## src/rtl/urv_timer_cmp.sv

```systemverilog
// urv_timer_cmp: system timer with a programmable prescaler, a 64-bit cycle
// counter, a tick counter and a set of one-shot/periodic compare channels.
module urv_timer_cmp #(
  parameter int unsigned g_timer_frequency = 1000,
  parameter int unsigned g_clock_frequency = 62500000,
  parameter int unsigned g_time_width      = 40,
  parameter int unsigned g_num_channels    = 2,
  parameter int unsigned g_presc_width     = 24
) (
  input  logic                      clk_i,
  input  logic                      rst_i,
  input  logic                      wr_en_i,
  input  logic [7:0]                wr_addr_i,
  input  logic [63:0]               wr_data_i,
  output logic [g_time_width-1:0]   csr_time_o,
  output logic [63:0]               csr_cycles_o,
  output logic                      sys_tick_o,
  output logic [g_num_channels-1:0] irq_o
);

  localparam int unsigned TW        = g_time_width;
  localparam int unsigned PW        = g_presc_width;
  localparam int unsigned NCH       = g_num_channels;
  localparam int unsigned PRESC_RST = g_clock_frequency / g_timer_frequency - 1;

  // State
  logic [PW-1:0]  presc_q, presc_d;
  logic [PW-1:0]  presc_reload_q, presc_reload_d;
  logic           tick_q, tick_d;
  logic           run_q, run_d;
  logic [TW-1:0]  ticks_q, ticks_d;
  logic [63:0]    cycles_q, cycles_d;
  logic [TW-1:0]  cmp_q [NCH];
  logic [TW-1:0]  cmp_d [NCH];
  logic [TW-1:0]  period_q [NCH];
  logic [TW-1:0]  period_d [NCH];
  logic [NCH-1:0] en_q, en_d;
  logic [NCH-1:0] periodic_q, periodic_d;
  logic [NCH-1:0] pending_q, pending_d;

  // Decode / datapath helpers
  logic           wr_presc, wr_ctrl, wr_time, ch_space, clr, incr;
  logic [5:0]     ch_idx;
  logic [NCH-1:0] wr_cmp, wr_period, wr_cctrl, match;
  logic [TW-1:0]  ticks_inc;
  logic           wr_data_unused;

  // Bits above the register widths are intentionally dropped.
  assign wr_data_unused = ^wr_data_i;

  // Register write decode: channel k lives at 4+4k .. 6+4k.
  always_comb begin
    wr_presc  = wr_en_i && (wr_addr_i == 8'd0);
    wr_ctrl   = wr_en_i && (wr_addr_i == 8'd1);
    wr_time   = wr_en_i && (wr_addr_i == 8'd2);
    ch_space  = wr_en_i && (wr_addr_i[7:2] != 6'd0);
    ch_idx    = wr_addr_i[7:2] - 6'd1;
    wr_cmp    = '0;
    wr_period = '0;
    wr_cctrl  = '0;
    for (int k = 0; k < int'(NCH); k++) begin
      if (ch_space && (ch_idx == 6'(k))) begin
        wr_cmp[k]    = (wr_addr_i[1:0] == 2'd0);
        wr_period[k] = (wr_addr_i[1:0] == 2'd1);
        wr_cctrl[k]  = (wr_addr_i[1:0] == 2'd2);
      end
    end
  end

  // Prescaler: free-running 0..PRESC, a reload write restarts it without a tick.
  always_comb begin
    presc_d        = presc_q + PW'(1);
    tick_d         = 1'b0;
    presc_reload_d = presc_reload_q;
    if (presc_q == presc_reload_q) begin
      presc_d = '0;
      tick_d  = 1'b1;
    end
    if (wr_presc) begin
      presc_d        = '0;
      tick_d         = 1'b0;
      presc_reload_d = wr_data_i[PW-1:0];
    end
  end

  // Cycle and tick counters: TIME write beats CLR beats increment.
  always_comb begin
    cycles_d  = cycles_q + 64'd1;
    clr       = wr_ctrl && wr_data_i[1];
    incr      = tick_q && run_q && !wr_time && !clr;
    ticks_inc = ticks_q + TW'(1);
    run_d     = wr_ctrl ? wr_data_i[0] : run_q;
    ticks_d   = ticks_q;
    if (wr_time) begin
      ticks_d = wr_data_i[TW-1:0];
    end else if (clr) begin
      ticks_d = '0;
    end else if (incr) begin
      ticks_d = ticks_inc;
    end
  end

  // Compare channels: match on increment, periodic re-arm, sticky pending.
  always_comb begin
    cmp_d      = cmp_q;
    period_d   = period_q;
    en_d       = en_q;
    periodic_d = periodic_q;
    pending_d  = pending_q;
    match      = '0;
    for (int k = 0; k < int'(NCH); k++) begin
      // A CPU write to CMP overrides a coincident match entirely.
      match[k] = en_q[k] && incr && (ticks_inc == cmp_q[k]) && !wr_cmp[k];
      if (wr_cmp[k]) begin
        cmp_d[k] = wr_data_i[TW-1:0];
      end else if (match[k] && periodic_q[k] && (period_q[k] != '0)) begin
        cmp_d[k] = cmp_q[k] + period_q[k];
      end
      if (wr_period[k]) begin
        period_d[k] = wr_data_i[TW-1:0];
      end
      if (wr_cctrl[k]) begin
        en_d[k]       = wr_data_i[0];
        periodic_d[k] = wr_data_i[1];
      end
      if (match[k]) begin
        pending_d[k] = 1'b1;
      end else if (wr_cctrl[k] && wr_data_i[2]) begin
        pending_d[k] = 1'b0;
      end
    end
  end

  // State registers with synchronous reset.
  always_ff @(posedge clk_i) begin
    if (rst_i) begin
      presc_q        <= '0;
      presc_reload_q <= PW'(PRESC_RST);
      tick_q         <= 1'b0;
      run_q          <= 1'b1;
      ticks_q        <= '0;
      cycles_q       <= '0;
      for (int k = 0; k < int'(NCH); k++) begin
        cmp_q[k]    <= '1;
        period_q[k] <= '0;
      end
      en_q       <= '0;
      periodic_q <= '0;
      pending_q  <= '0;
    end else begin
      presc_q        <= presc_d;
      presc_reload_q <= presc_reload_d;
      tick_q         <= tick_d;
      run_q          <= run_d;
      ticks_q        <= ticks_d;
      cycles_q       <= cycles_d;
      cmp_q          <= cmp_d;
      period_q       <= period_d;
      en_q           <= en_d;
      periodic_q     <= periodic_d;
      pending_q      <= pending_d;
    end
  end

  assign csr_time_o   = ticks_q;
  assign csr_cycles_o = cycles_q;
  assign sys_tick_o   = tick_q;
  assign irq_o        = pending_q;

endmodule

```

## config.mk

```make
export PLATFORM = sky130hd
export DESIGN_NAME = urv_timer_cmp
export DESIGN_NICKNAME = d
export VERILOG_FILES = /design/src/rtl/urv_timer_cmp.sv
export SDC_FILE = /design/constraint.sdc
export NUM_CORES = 1
export LEC_CHECK = 0
export CORE_ASPECT_RATIO = 1.5
export CORE_MARGIN = 2
export CORE_UTILIZATION = 58
export DETAILED_ROUTE_END_ITERATION = 10
export PLACE_DENSITY = 0.88
export SYNTH_ARGS = -nofsm -noshare
export SYNTH_HDL_FRONTEND = slang
export SYNTH_SLANG_ARGS = --single-unit
```

## constraint.sdc

```tcl
create_clock -name clk_i -period 8.3 [get_ports clk_i]
set_clock_uncertainty 0.1 [all_clocks]
set_input_delay 1.66 -clock clk_i [delete_from_list [all_inputs] [get_ports clk_i]]
set_output_delay 1.66 -clock clk_i [all_outputs]
set_load 0.03 [all_outputs]
```

==> results.yml <==
power_and_ir_drop:
  sw_frac_of_total_pct: 23.02
  power_frac_comb_pct: 4.7
  p_int_w: 0.002576
  powerDensity_nw_per_um2: 146.9
  seq_power_share_pct: 46.2
  ir_drop_mv: 0.1549
  p_leak_nw: 8.985
  pwr-share-clk_pct: 49.1
  p_sw_w: 0.0007701
sta:
  rsz0062_at_grt: "no"
  hold_ws_ns: 0.3683
  min_period_ns: 5.745
  fmax_mhz: 174.1
  setup_viol: 0
  slew_viol_final: 0
  final_hold_viol_count: 0
  relSlewSlack_pct: 20.93
  tns_ns: 0
  fin_ws_ns: 2.555
  fin_crit_sh_pct: 69.22
  worst_slew_pin_slew_ns: 1.175
critical_path:
  cp-end-kind: "flip-flop"
  critPathLaunchType: "primary input"
  cpLargestDelayFamily: "simple AND/OR/NAND/NOR gates"
  crit_type: "primary input to flip-flop"
  crit_path_frequent_cell: "nand3b_1"
  crit_buf_inv: 2
  critPathSlowestCell: "clkdlybuf4s50_1"
  path_max_fanout: 40
  path_cells: "clkdlybuf4s50_1 -> nand3b_1 -> a2111oi_2 -> buf_4 -> nor2_1 -> nand3b_1 -> nor4_1 -> o2111a_1 -> nand4_1 -> or3b_4 -> and2b_2 -> a22o_1 -> or3_1"
  slowest_delay_ns: 0.71
  required_ns: 8.62
  worstPathArrival_ns: 6.06
clock_network:
  cts_made_buffers: 34
  clk_pin_slew_ns: 0.06
  clk_latency_ns: 0.54
  tritoncts: "yes"
  postCtsSetupBuffers: 0
  clk_path_buf_depth: 3
  root_buffer: "clkbuf_16"
  cts_resized: 0
  h-tree-depth: 2
  ctsHoldBuffers: 0
  cts_sinks: 320
placed_design:
  preCtsSetupSlack_ns: 2.179
  dpl.hpwl_um: 49410
  numPlacedInstances: 2993
  io_buffers: 157
  place_congestion: 1.007
floorplan:
  rows: 83
  die_h_um: 231.2
  die_x_um: 155.4
  core_area_um2: 34060
  initial_core_util_pct: 58.57
  pin_count: 182
  dieArea_um2: 35930
layout:
  antenna_cells: 0
  nets: 2762
  fill_cells: 2810
  fin_cells: 3053
  seq_area_um2: 6406
  multi_input_comb_area_um2: 12810
  final_cell_mix: "nand2_1 (412), dfxtp_1 (320), a21oi_1 (294)"
  syn2layout_area_growth_pct: 14.12
  layout_commonest_cell: "nand2_1"
  drive_gt1_share_pct: 4.833
routing:
  ant_nets: 0
  viasPerCell: 6.587
  drc: 0
  drtIter0Drc: 1990
  vias: 20109
  wl_per_cell_um: 22.78
  drtPass1Iterations: 6
  wl_um: 69530
logic_synthesis:
  synth_nets: 2705
  synth_seq_cells: 320
  ys.flop_type: "dfxtp_1"
  async_reset_ff_share_pct: 0
  synth-edff-count: 0
  yosysWarnings: 0
  synth.top_cells.by_area: "dfxtp_1 (32%), nand2_1 (7.8%), a21oi_1 (7.4%)"
  synth.avg_cell_area_um2: 7.833
  ys_seq_area_share_pct: 32.11
  yosysTopAreaCellShare_pct: 32.11
  synth_area_um2: 19950
  netlist_instances: 2547
  netlist-cell-type-count: 80
  yosys.area.top_type: "dfxtp_1"
global_route:
  grt_max_degree: 168
  antenna_found_initial: 0
  grt_pass1_vias: 19458
  grt-ovfl-total: 0
  grt.total_usage_pct: 37.70
  grt_pass1_wl_um: 107000
outcome:
  status: "finished, final reports clean"
run:
  drv_cap: 0
hold_path:
  hold_class: "flip-flop to flip-flop"
logic make-up (layout without fill, tap and decap cells):
group / after synthesis / count (layout) / synth area share, %
muxes: 9 / 9 / 0.4641
AOI/OAI and AO/OA: 689 / 689 / 21.64
xor gates and xnor gates: 272 / 272 / 12.57
buffers and inverters: 187 / 268 / 3.901
adders and majority gates: 83 / 83 / 5.280
DFF: 320 / 320 / 32.11
and+or+nand+nor: 987 / 987 / 24.04
synthesized netlist by cell type, types with 39 or more instances:
| library cell | number |
|---|---|
| a21o_1 | 59 |
| a21oi_1 | 294 |
| and3_1 | 39 |
| clkbuf_1 | 117 |
| dfxtp_1 | 320 |
| ha_1 | 81 |
| nand2_1 | 414 |
| nand3_1 | 86 |
| nand4_1 | 44 |
| nor2_1 | 150 |
| nor3_1 | 60 |
| nor4_1 | 43 |
| o21ai_0 | 89 |
| xnor2_1 | 128 |
| xor2_1 | 135 |
layer usage:
metal  GRT usage, %  routed length [um]  up-vias
met5              0                   0        -
met1          41.60               24700     9483
li1               -                   -     9214
met2          61.60               31620     1083
met4          32.86                7386        0
met3          7.367                5823      329
registers in the layout, summed over array words and instances, names as in the netlist:
signal,count
cmp_q,80
period_q,80
csr_cycles_o,64
csr_time_o,40
presc_q,24
presc_reload_q,24
en_q,2
irq_o,2
periodic_q,2
run_q,1
sys_tick_o,1
stage by stage:
stage               total power, W  instance area [um^2]  utilization [%]
floorplan                 0.001649                 19950                -
global placement          0.001729                 21590            63.39
detailed placement        0.001732                 21590            63.39
CTS                       0.003345                 22770            66.85
global route              0.003407                 22770            66.85
finish                    0.003346                 22770            66.85
path summary, 6_finish.rpt:
check / startpoint / endpoint / slack [ns] / cells past startpoint
worst min-delay path: csr_cycles_o[0] / csr_cycles_o[0] / 0.37 / 1
worst max register to register: csr_time_o[0] / cmp_q[12] / 2.79 / 12
worst max-delay path: wr_data_i[1] / cmp_q[12] / 2.55 / 13
worst min register to register: csr_cycles_o[0] / csr_cycles_o[0] / 0.37 / 1
cell type report:
class                           count  share of cell area [%]
Multi-Input combinational cell   2040                   56.26
Inverter                           34                  0.5605
Tap cell                          425                   2.335
Clock inverter                     12                  0.8408
Clock buffer                       48                   4.325
Timing Repair Buffer              174                   7.539
Sequential cell                   320                   28.13
power groups by stage:
| stage | sequential, W | combinational, W | clock, W |
|---|---|---|---|
| 2_1_floorplan | 0.00158 | 0.0000691 | 0 |
| 3_3_place_gp | 0.00158 | 0.000150 | 0 |
| 3_5_place_dp | 0.00158 | 0.000152 | 0 |
| 4_1_cts | 0.00154 | 0.000154 | 0.00165 |
| 5_1_grt | 0.00154 | 0.000164 | 0.00170 |
| 6_report | 0.00154 | 0.000159 | 0.00164 |
(Power assumes the default switching activity.)
